### config.mk
export PLATFORM = sky130hd
export DESIGN_NAME = dmem_access_ctrl
export DESIGN_NICKNAME = d
export VERILOG_FILES = /design/src/rtl/dmem_access_ctrl.sv
export SDC_FILE = /design/constraint.sdc
export NUM_CORES = 1
export LEC_CHECK = 0
export BUFFER_PORTS_ARGS = -buffer_cell sky130_fd_sc_hd__buf_2
export CAP_MARGIN = 20
export CORE_MARGIN = 10
export CORE_UTILIZATION = 27
export CTS_CLUSTER_DIAMETER = 60
export DETAILED_ROUTE_END_ITERATION = 7
export GPL_TIMING_DRIVEN = 0
export SLEW_MARGIN = 20
export SYNTH_ARGS = -nofsm -noshare
export SYNTH_HDL_FRONTEND = slang
export SYNTH_SLANG_ARGS = --single-unit
### constraint.sdc
create_clock -name clk -period 1.6 [get_ports clk]
set_clock_uncertainty 0.1 [all_clocks]
set_input_delay 0.48 -clock clk [delete_from_list [all_inputs] [get_ports clk]]
set_output_delay 0.48 -clock clk [all_outputs]
set_load 0.05 [all_outputs]
### src/rtl/dmem_access_ctrl.sv
// dmem_access_ctrl
// MEM-stage data-memory sequencer. Presents one registered req/ack access per
// load/store, freezes the pipeline with mem_stall while the access is open,
// aborts accesses that exceed TIMEOUT busy cycles, and keeps a saturating
// count of stalled cycles.
module dmem_access_ctrl #(
    parameter int ADDR_W  = 32,
    parameter int DATA_W  = 32,
    parameter int TIMEOUT = 255,
    parameter int TO_W    = 8,
    parameter int PERF_W  = 16
) (
    input  logic              clk,
    input  logic              rst_n,
    input  logic              mem_read,
    input  logic              mem_write,
    input  logic [ADDR_W-1:0] addr,
    input  logic [DATA_W-1:0] wdata,
    input  logic              dm_ack,
    input  logic [DATA_W-1:0] dm_rdata,
    output logic              dm_req,
    output logic              dm_we,
    output logic [ADDR_W-1:0] dm_addr,
    output logic [DATA_W-1:0] dm_wdata,
    output logic              mem_stall,
    output logic [DATA_W-1:0] rdata_out,
    output logic              timeout_err,
    output logic [PERF_W-1:0] stall_cnt
);

    localparam logic [1:0] ST_IDLE = 2'd0;
    localparam logic [1:0] ST_BUSY = 2'd1;
    localparam logic [1:0] ST_DONE = 2'd2;

    // Last busy-cycle index before the access is abandoned.
    localparam logic [TO_W-1:0] TO_LAST = TO_W'(TIMEOUT - 1);

    logic [1:0]      state;
    logic [TO_W-1:0] to_cnt;
    logic            access;

    assign access = mem_read | mem_write;

    // Stall the pipeline from the cycle the access appears until the ack (or abort); held low in reset.
    always_comb begin
        mem_stall = rst_n && (((state == ST_IDLE) && access) || (state == ST_BUSY));
    end

    // Access sequencer: latch the request, wait for ack or timeout, then release for one cycle.
    always_ff @(posedge clk or negedge rst_n) begin
        if (!rst_n) begin
            state       <= ST_IDLE;
            dm_req      <= 1'b0;
            dm_we       <= 1'b0;
            dm_addr     <= '0;
            dm_wdata    <= '0;
            rdata_out   <= '0;
            timeout_err <= 1'b0;
            to_cnt      <= '0;
        end else begin
            case (state)
                ST_IDLE: begin
                    if (access) begin
                        dm_addr  <= addr;
                        dm_wdata <= wdata;
                        dm_we    <= mem_write;
                        dm_req   <= 1'b1;
                        to_cnt   <= '0;
                        state    <= ST_BUSY;
                    end
                end
                ST_BUSY: begin
                    if (dm_ack) begin
                        if (!dm_we) begin
                            rdata_out <= dm_rdata;
                        end
                        dm_req <= 1'b0;
                        state  <= ST_DONE;
                    end else if (to_cnt == TO_LAST) begin
                        dm_req      <= 1'b0;
                        timeout_err <= 1'b1;
                        if (!dm_we) begin
                            rdata_out <= '1;
                        end
                        state <= ST_DONE;
                    end else begin
                        to_cnt <= to_cnt + 1'b1;
                    end
                end
                ST_DONE: begin
                    state <= ST_IDLE;
                end
                default: begin
                    state <= ST_IDLE;
                end
            endcase
        end
    end

    // Performance counter of stalled cycles, pinned at all-ones once full.
    always_ff @(posedge clk or negedge rst_n) begin
        if (!rst_n) begin
            stall_cnt <= '0;
        end else if (mem_stall && (stall_cnt != '1)) begin
            stall_cnt <= stall_cnt + 1'b1;
        end
    end

endmodule

Word level (Yosys, flattened, before mapping)
Cells that the tools add are included.
- register bits after elaboration: 125
- input port bits: 101
- output and inout bits: 116
- logic and storage cells: 50
- add/sub/neg operators: 2
- eq/ne operators: 7
- muxes and demuxes: 16
- bitwise operators: 3
- reductions and logical operators: 13
- operators by type and width (kind ; number):
    2-to-1 mux 32 bit ; 4
    2-to-1 mux 8 bit ; 3
    adder 16 x 1 -> 16 bit (second input constant) ; 1
    != test 16 bit (second input constant) ; 1
    one-hot mux 8 bit (2 select lines) ; 1
    AND reduction 3 bit ; 3
    adder 8 x 1 -> 8 bit (second input constant) ; 1
    equality test 8 bit (second input constant) ; 1
    2-to-1 mux 2 bit ; 3
    != test 2 bit (second input constant) ; 3
    one-hot mux 2 bit (2 select lines) ; 1
    AND reduction 2 bit ; 2
    AND reduction 4 bit ; 1
    nonzero test 2 bit ; 2
    logical AND 1 bit ; 3
    2-to-1 mux 1 bit ; 3
    != test 3 x 2 -> 1 bit (second input constant) ; 1
    equality test 2 x 1 -> 1 bit (second input constant) ; 1
    zero test 2 bit ; 1
    inverter 1 bit ; 2
    one-hot mux 1 bit (2 select lines) ; 1
    logical OR 1 bit ; 1
    bitwise OR 1 bit ; 1

Longest topological paths before layout
Gate-level depths: netlist of the first run.
- depth in word-level cells: 5
- gate-level depth with buffers: 7
- gate-level depth less buffers: 6

Worst setup path after synthesis of the first run
OpenSTA, ideal clock, no wires.
- path type: reg-to-reg
- start point: register stall_cnt[0]
- end point: register stall_cnt[14]
- setup time: 82 ps
- data arrival time: 1706 ps
- data required time: 1418 ps
- setup slack: -288 ps
- stages on the path, launching flop included: 6
- path buffers: 0
- period minus slack after synthesis: 1888 ps
- cell sequence: dfrtp_1 ha_1 and3_1 and4_4 nor4b_2 xor2_1
- longest elaborated chain between the ends: 2
- elaborated cells on any way between the ends: 3
- classes of those cells: add/sub (1); eq/ne (1); reduce/logical (1)
- RTL lines (item ; line ; text):
    start: declaration ; 28 ; output logic [PERF_W-1:0] stall_cnt
    start signal: assignment ; 105 ; stall_cnt <= stall_cnt + 1'b1;
    parallel branches: the longest is 2 deep, another holds adder 16 x 1 -> 16 bit ; n/a ;
Parallel ways; which one is timed is not known.
A chain may end at the register's enable or synchronous reset.

Worst setup path in the final report of the first run
- start point: register state[0]
- end point: output port mem_stall
- longest elaborated chain between the ends: 4
- elaborated cells on any way between the ends: 5
- classes of those cells: eq/ne (1); reduce/logical (4)
- RTL lines (item ; line ; text):
    start: declaration ; 38 ; logic [1:0] state;
    start signal: assignment ; 52 ; state <= ST_IDLE;
    start signal: assignment ; 69 ; state <= ST_BUSY;
    start signal: assignment ; 78 ; state <= ST_DONE;
    zero test 2 bit ; 46 ; mem_stall = rst_n && (((state == ST_IDLE) && access) || (state == ST_BUSY));
    logical AND 1 bit ; 46 ;
    logical OR 1 bit (*) ; 46 ;
    logical AND 1 bit (*) ; 46 ;
    end: declaration ; 25 ; output logic mem_stall,
Every way passes the cells marked *; elsewhere a longest branch is shown, timed or not.

==> results of run 1 <==
## power by group
part / leakage, uW / switching [uW] / internal [uW] / total [uW]
Sequential: 0.00149 / 1120 / 4570 / 5690
Combinational: 0.00277 / 7850 / 5220 / 13100
Clock: 0.000285 / 1420 / 2460 / 3880
Total: 0.00455 / 10400 / 12300 / 22600
## cell usage in the layout, fill, tap and decap left out, types with 6 or more instances in the layout
cell type                   Yosys  final
sky130_fd_sc_hd__buf_2         12     99
sky130_fd_sc_hd__buf_4          3     49
sky130_fd_sc_hd__buf_6          0    130
sky130_fd_sc_hd__buf_8          0     12
sky130_fd_sc_hd__clkbuf_16      0     23
sky130_fd_sc_hd__dfrtp_1      125    107
sky130_fd_sc_hd__dfrtp_2        0     18
sky130_fd_sc_hd__nand2_1      201    167
sky130_fd_sc_hd__nand2_2        1     31
sky130_fd_sc_hd__nand3_1       12      9
sky130_fd_sc_hd__nor2_1         9      6
sky130_fd_sc_hd__o22a_1        33     33
sky130_fd_sc_hd__xor2_1         9      9
## worst paths after layout
kind / endpoint / slack, ns / start / cells past startpoint
max reg2reg: stall_cnt[4] / -0.17 / state[1] / 8
min in group clk: dm_addr[6] / 0.15 / addr[6] / 3
max: mem_stall / -0.40 / state[0] / 4
min reg2reg: dm_wdata[23] / 0.38 / dm_wdata[23] / 2
min: dm_addr[19] / 0.04 / rst_n / 2
max in group asynchronous: stall_cnt[14] / 0.25 / rst_n / 2
## per-layer routing
metal,vias to the layer above,GRT usage [%]
li1,2276,-
met2,146,21.61
met5,-,0
met1,2305,16.49
met4,0,3.740
met3,17,5.726
## metrics by stage
step | TNS [ns] | setup WS (ns)
after floorplan | -0.7607 | -0.2207
after global placement | -323.78 | -2.713
after detailed placement | -57.16 | -1.120
after CTS | -1.096 | -0.4080
after global routing | -17.65 | -0.4410
final | -10.30 | -0.3992
## Yosys cell counts, types with 4 or more instances
master                     instances  area share (%)
sky130_fd_sc_hd__a21oi_1           4            0.39
sky130_fd_sc_hd__and3_1            5            0.61
sky130_fd_sc_hd__buf_2            12             1.2
sky130_fd_sc_hd__clkbuf_1          6            0.44
sky130_fd_sc_hd__dfrtp_1         125              61
sky130_fd_sc_hd__inv_1             5            0.37
sky130_fd_sc_hd__nand2_1         201              15
sky130_fd_sc_hd__nand3_1          12             1.2
sky130_fd_sc_hd__nor2_1            9            0.66
sky130_fd_sc_hd__nor3_1            5            0.49
sky130_fd_sc_hd__o21ai_0           4            0.39
sky130_fd_sc_hd__o22a_1           33             5.6
sky130_fd_sc_hd__xor2_1            9             1.5
## sequential cells by signal (all words and copies together), names as in the netlist
name and count:
dm_addr 32, state 2, stall_cnt 16, timeout_err 1
dm_wdata 32, dm_req 1, rdata_out 32, to_cnt 8
dm_we 1
## repair_timing
action,CTS,global route
endpoints found under the setup margin,235,238
pin swaps,16,55
gates cloned,6,7
hold buffers,4,1
buffers inserted,32,27
resized for setup,202,203
endpoints found under the hold margin,80,17
## area by class of cell
cell class	instances	area, um^2
fill	1650	9447
sequential	125	3151
timing repair buffer	290	2676
multi-input combinational	339	2256
clock buffer	23	488.0
tap	234	292.8
buffer	21	264.0
clock inverter	9	110.1
inverter	5	21.27
## cells by family after synthesis
group / Yosys count
compound gates: 63
xor+xnor: 10
fa+ha+maj: 3
buf+inv: 27
flops: 125
mux: 6
simple gates: 257
==> run summary, run 1 <==
The worst path arrival time came out at 1.42 ns. The type of the setup path with the least slack is reg2out. The number of placed I/O pins came out at around 220. The synthesized-area fraction occupied by xor and xnor cells came out at ~1.7%. Broken down by cell family, the worst path's largest delay share belongs to simple AND/OR/NAND/NOR gates. The area growth from synthesis to layout is 80.88%. TritonCTS built the clock tree. The critical path required time came out at 1.02 ns. The transition time at the pin with the least slew margin came out at about 0.8 ns. The number of instances in the synthesized netlist came out at just under 500.

The share of synthesized area occupied by flip-flops and latches came out at between 60% and 70%. The average wire per cell in the routed design came out at around 17 um. The core footprint came out at about 19000 um^2. The number of clock sinks seen by CTS is 125. The die area is 24870 um^2. The first-pass detailed-route iteration total came out at 4.

Entering global routing, the biggest net connects 35 pins. The final antenna-violating net count came out at 0. Setup repair after global routing could not meet its margin everywhere. The register clock-pin slew on the reported worst setup and hold paths is 0.06 ns. The sum of buffers and inverters on the critical path came out at 2.

The power density relative to cell area came out at 2444 nW/um^2. The count of endpoints failing hold in the final timing report came to 0. The post-route netlist has about 54% of its cells at a drive strength greater than 1. The tightest hold path in the finished design has a slack of 0.03746 ns. The final worst-path setup slack came out at -0.3992 ns. The first global-routing pass estimated 26350 um of wire.

The ratio of routed vias to standard cells is roughly 4.5. The initial utilization of the core area, before any placement, comes to 27.36%. The mux share of post-synthesis cell area came out at 1.247%. The compound-cell area share of the yosys netlist is 10.19%. The critical path goes through or3_4, nand2_4, inv_4, buf_8.

STA classifies the critical path endpoint as an output pin. After synthesis, the largest family of logic cells by area is simple AND/OR/NAND/NOR gates. The die span in y came out at 157.7 um. The checks that failed: negative setup slack. The wire length reported by the detailed router came out at 18110 um. The post-synthesis area per instance is around 10 um^2. The achievable frequency is 0.5002 GHz. The final core utilization came out at 49.50%. After Yosys synthesis, full adders, half adders and majority gates account for less than 1% of the synthesized area.

After the first detailed-routing iteration, the DRC count stood at between 150 and 200. STA classifies the critical path startpoint as a register. The count of maximum capacitance violations came out at 0. The clock latency on the worst-skew pair came out at 0.40 ns. The initial antenna violation count is 0. The flow ran to the end, but the final reports show violations.

The total CTS buffers is 17. The total number of yosys warnings is 0. The length of routed met2 wiring is 8953 um. The residual DRC count came out at 0. The fraction of registers with async set or reset after synthesis came out at 100.0%. The wire length on met1 is 7511 um. The count of final max-slew check failures came to 0. The amount of wire on met3 after detailed routing is 1396 um. For this run, the total global-route usage over all layers was measured as 13.58%. The total of buffers placed on input and output ports is 216. The worst ir drop on vdd is 1.689 mV. The final count of negative-setup-slack endpoints came out at between 100 and 150. The remaining global-route overflow came out at 0. Among all flip-flop cells after synthesis, the most frequent one is sky130_fd_sc_hd__dfrtp_1. The time the final worst path needs with I/O delays and setup is 1.999 ns. The static leakage power is 0.004551 uW. The critical-path maximum fanout is 2.

Detailed routing inserted a total of 4744 vias. After legalization and detailed placement, the total HPWL measured 11300 um. Clock tree synthesis selected as its root buffer the cell sky130_fd_sc_hd__clkbuf_16. Routed signal wires occupy layers up through met4. The total of flip-flops plus latches after synthesis is about 130.

The floorplan row count is 50. The tightest min-delay check is of the in2async type. The clock tree synthesis step divided the H-tree into 4 levels. The distinct cell type count after synthesis came out at 54. In this run the tightest slew margin relative to its limit is 46.64%. The net count of the finished layout is 903. The total power after layout came out at about 23000 uW. The die span in x came out at 157.7 um. The number of buffers between clock root and the deepest sink is 2. The synthesized netlist devotes between 20% and 30% of its cell area to simple gates. The netlist area before placement is approximately 5100 um^2. After the flow finishes, the layout carries non-filler instances totaling 1046.

The net count after synthesis came out at 595. The total inserted antenna cells came out at 0. The number of global-route vias before repair is 4833. The final design instance area without fill is 9259 um^2. The number of cells in the design after placement is roughly 940.

The placed instances occupy a cell area of 6598 um^2. Yosys mapped a number of flops with a built-in enable equal to 0. The part of the cycle the worst path needs came out at 124.9%. The slowest stage of the critical path belongs to the cell sky130_fd_sc_hd__dfrtp_1.

The final weighted congestion in routability-driven placement is approximately 0.77. The highest cell delay on the worst timing path is between 0.3 and 0.4 ns.
No activity file was read; power rests on OpenSTA's default activity.
==> run 2, diff against run 1 <==
--- a/config.mk
+++ b/config.mk
@@ -5,12 +5,12 @@
 export SDC_FILE = /design/constraint.sdc
 export NUM_CORES = 1
 export LEC_CHECK = 0
-export BUFFER_PORTS_ARGS = -buffer_cell sky130_fd_sc_hd__buf_2
 export CAP_MARGIN = 20
 export CORE_MARGIN = 10
 export CORE_UTILIZATION = 27
 export CTS_CLUSTER_DIAMETER = 60
 export DETAILED_ROUTE_END_ITERATION = 7
+export DONT_BUFFER_PORTS = 1
 export GPL_TIMING_DRIVEN = 0
 export SLEW_MARGIN = 20
 export SYNTH_ARGS = -nofsm -noshare
==> run 2 against run 1 <==
The run ends with negative hold slack, negative setup slack left. Count of clock-buffer cells in the layout shrank 4. Critical endpoint unchanged. Sequential cell count stayed put. First-iteration DRC count decreased by 14%.
==> run summary, run 2 (synthesis gave the netlist of run 1 again) <==
The register clock-pin slew on the reported worst setup and hold paths was 0.06 ns (about the same). The die span in x came out at 157.7 um (unchanged). The number of placed I/O pins came to 217 (unchanged). The placed standard-cell area was 5479 um^2 (was 6598 um^2). The power density relative to cell area came out at 2689 nW/um^2 (was 2444 nW/um^2). The placed wire-length estimate is 10670 um (was 11300 um). The transition time at the pin with the least slew margin came to 0.3858 ns (was 0.8004 ns).

The pre-CTS worst setup slack is -0.6389 ns (was -1.120 ns). The final core utilization was 37.30% (was 49.50%). The global-route wire length before repair came to 22910 um (was 26350 um). The logic gate share of total power came to 21.1% (was 57.7%). The clock network fraction of total power is 21.1% (was 17.1%). The fraction of layout cells with a size suffix above 1 was 45.86% (was 54.43%).

The relative slew slack came to 74.19% (was 46.64%). Violated checks: negative hold slack, negative setup slack (was negative setup slack). The root buffer selected by CTS is sky130_fd_sc_hd__clkbuf_16 (unchanged).

The total inserted antenna cells is 0 (unchanged). The wire length reported by the detailed router is 15730 um (was 18110 um). The number of clock sinks seen by CTS is 125 (unchanged). The area overhead of the layout relative to synthesis is 36.30% (was 80.88%).

The remaining global-route overflow was 0 (unchanged). The first-pass detailed-route iteration total is 4 (unchanged). The floorplan row count is 50 (unchanged).

The most common cell after layout, fill and taps aside was sky130_fd_sc_hd__nand2_1 (unchanged). The number of H-tree levels came to 4 (unchanged). The final-layout worst hold slack is -0.3400 ns (was 0.03746 ns). The number of global-route vias before repair came to 4151 (was 4833). The reported net switching power is 9474 uW (was 10380 uW).

The total CTS buffers is 17 (unchanged). The total number of vias came out at 3843 (was 4744). Result of the run: complete, but fails checks (unchanged). The average wire per cell in the routed design came out at 19.91 um (was 17.31 um).

The count of non-filler cells in the finished layout came out at 790 (was 1046). The combined global-route utilization of all metal layers is 12.01% (was 13.58%). The die area is 24870 um^2 (unchanged). The ratio of routed vias to standard cells is 4.865 (was 4.535). The detailed router's first-iteration violation count is 145 (was 168).

The die span in y came to 157.7 um (unchanged). The total of buffers placed on input and output ports came out at 0 (was 216). The worst path arrival time is 1.52 ns (was 1.42 ns). The count of final max-slew check failures came to 0 (unchanged). The static leakage power came out at 0.003007 uW (was 0.004551 uW). The clock latency on the worst-skew pair was 0.41 ns (was 0.40 ns). The initial core utilization came out at 27.36% (unchanged). The depth of the worst register-to-register path came out at 4 (was 8). The core footprint is 18710 um^2 (unchanged). The CTS tree is yes (unchanged). Top flop regs: dm_addr x32, dm_wdata x32, rdata_out x32 (unchanged). The critical path startpoint category is a register (unchanged). The accumulated negative setup slack is -3.355 ns (was -10.30 ns). The worst ir drop on vdd is 1.093 mV (was 1.689 mV).

The initial antenna violation count is 0 (unchanged). The part of the cycle the worst path needs was 131.3% (was 124.9%). The final count of negative-setup-slack endpoints was 42 (was 114).

The critical path required time was 1.02 ns (about the same). The achievable frequency came out at 0.4760 GHz (was 0.5002 GHz). The sequential share of power is 57.8% (was 25.2%).

The count of maximum capacitance violations is 0 (unchanged). The number of nets in the finished design came out at 647 (was 903). The fraction of power spent switching nets came out at 50.50% (was 45.87%). The final design instance area without fill came out at 6977 um^2 (was 9259 um^2). The final antenna-violating net count is 0 (unchanged). The critical-path maximum fanout came to 3 (was 2). The pin count of the biggest net entering global routing came out at 128 (was 35). The element type at the critical path end is an output pin (unchanged). The time the final worst path needs with I/O delays and setup came to 2.101 ns (was 1.999 ns).

The final worst-path setup slack is -0.5007 ns (was -0.3992 ns). Top library cells by usage in the layout, fill and taps aside: sky130_fd_sc_hd__nand2_1 (198), sky130_fd_sc_hd__dfrtp_2 (108), sky130_fd_sc_hd__o22a_1 (33) (was sky130_fd_sc_hd__nand2_1 (167), sky130_fd_sc_hd__buf_6 (130), sky130_fd_sc_hd__dfrtp_1 (107)). The residual DRC count came out at 0 (unchanged). The number of cells in the design after placement came out at 725 (was 942). The type of the setup path with the least slack is reg2out (unchanged). The count of endpoints failing hold in the final timing report was 125 (was 0). The internal power of the cells is 9285 uW (was 12250 uW). The final weighted congestion in routability-driven placement is 0.7770 (was 0.7719). The kind of path behind the tightest hold check is in2async (unchanged). The number of buffers between clock root and the deepest sink came out at 2 (unchanged).

RSZ-0062 raised after global routing: true (unchanged).
[run 2: metal layers]
metal	wire, um	vias up	track usage [%]
li1	-	1768	-
met1	5918	1908	12.40
met2	8102	156	20.43
met3	1541	11	6.486
met4	166	0	3.874
met5	0	-	0
[run 2: per-stage QoR]
step                hold WS [ns]  power (uW)
CTS                      -0.3613       18320
floorplan                0.08441       12270
global placement         0.08848       13190
finish                   -0.3400       18760
global route             -0.3684       19740
detailed placement       0.08858       13400
[run 2: final cells by class]
type	instances	area, um^2
fillers	1806	11730
clock buffers	19	442.9
well taps	234	292.8
clock inverters	13	166.4
repair buffers	34	401.6
multi-input cells	339	2132
flip-flops and latches	125	3297
inverters	5	22.52
plain buffers	21	221.5
[run 2: power by group through the flow]
stage	registers (uW)	logic (uW)	clock network (uW)
global route	11100	4420	4260
global placement	10500	2640	0
floorplan	10000	2220	0
CTS	10800	3390	4090
finish	10900	3950	3960
detailed placement	10600	2840	0
[run 2: worst max-delay path: stages, from the launching register on]
cell	delay, ns
sky130_fd_sc_hd__dfrtp_1	0.38
sky130_fd_sc_hd__or3_4	0.37
sky130_fd_sc_hd__nand2_8	0.08
sky130_fd_sc_hd__clkinvlp_4	0.27
[run 2: worst paths after layout]
check	endpoint	slack [ns]	startpoint
min in group clk	dm_addr[24]	0.07	addr[24]
setup / recovery	mem_stall	-0.50	state[0]
setup reg to reg	stall_cnt[12]	-0.24	stall_cnt[8]
hold reg to reg	to_cnt[4]	0.48	to_cnt[4]
hold / removal	rdata_out[0]	-0.34	rst_n
max in group asynchronous	dm_wdata[3]	1.56	rst_n
[run 2: repair_timing]
item | in CTS | in global routing
gates resized for setup | 163 | 54
endpoints found under the hold margin | 125 | 125
cloned | 3 | 6
pin swaps | 14 | 24
setup endpoints to repair | 225 | 123
buffers inserted | 13 | 13
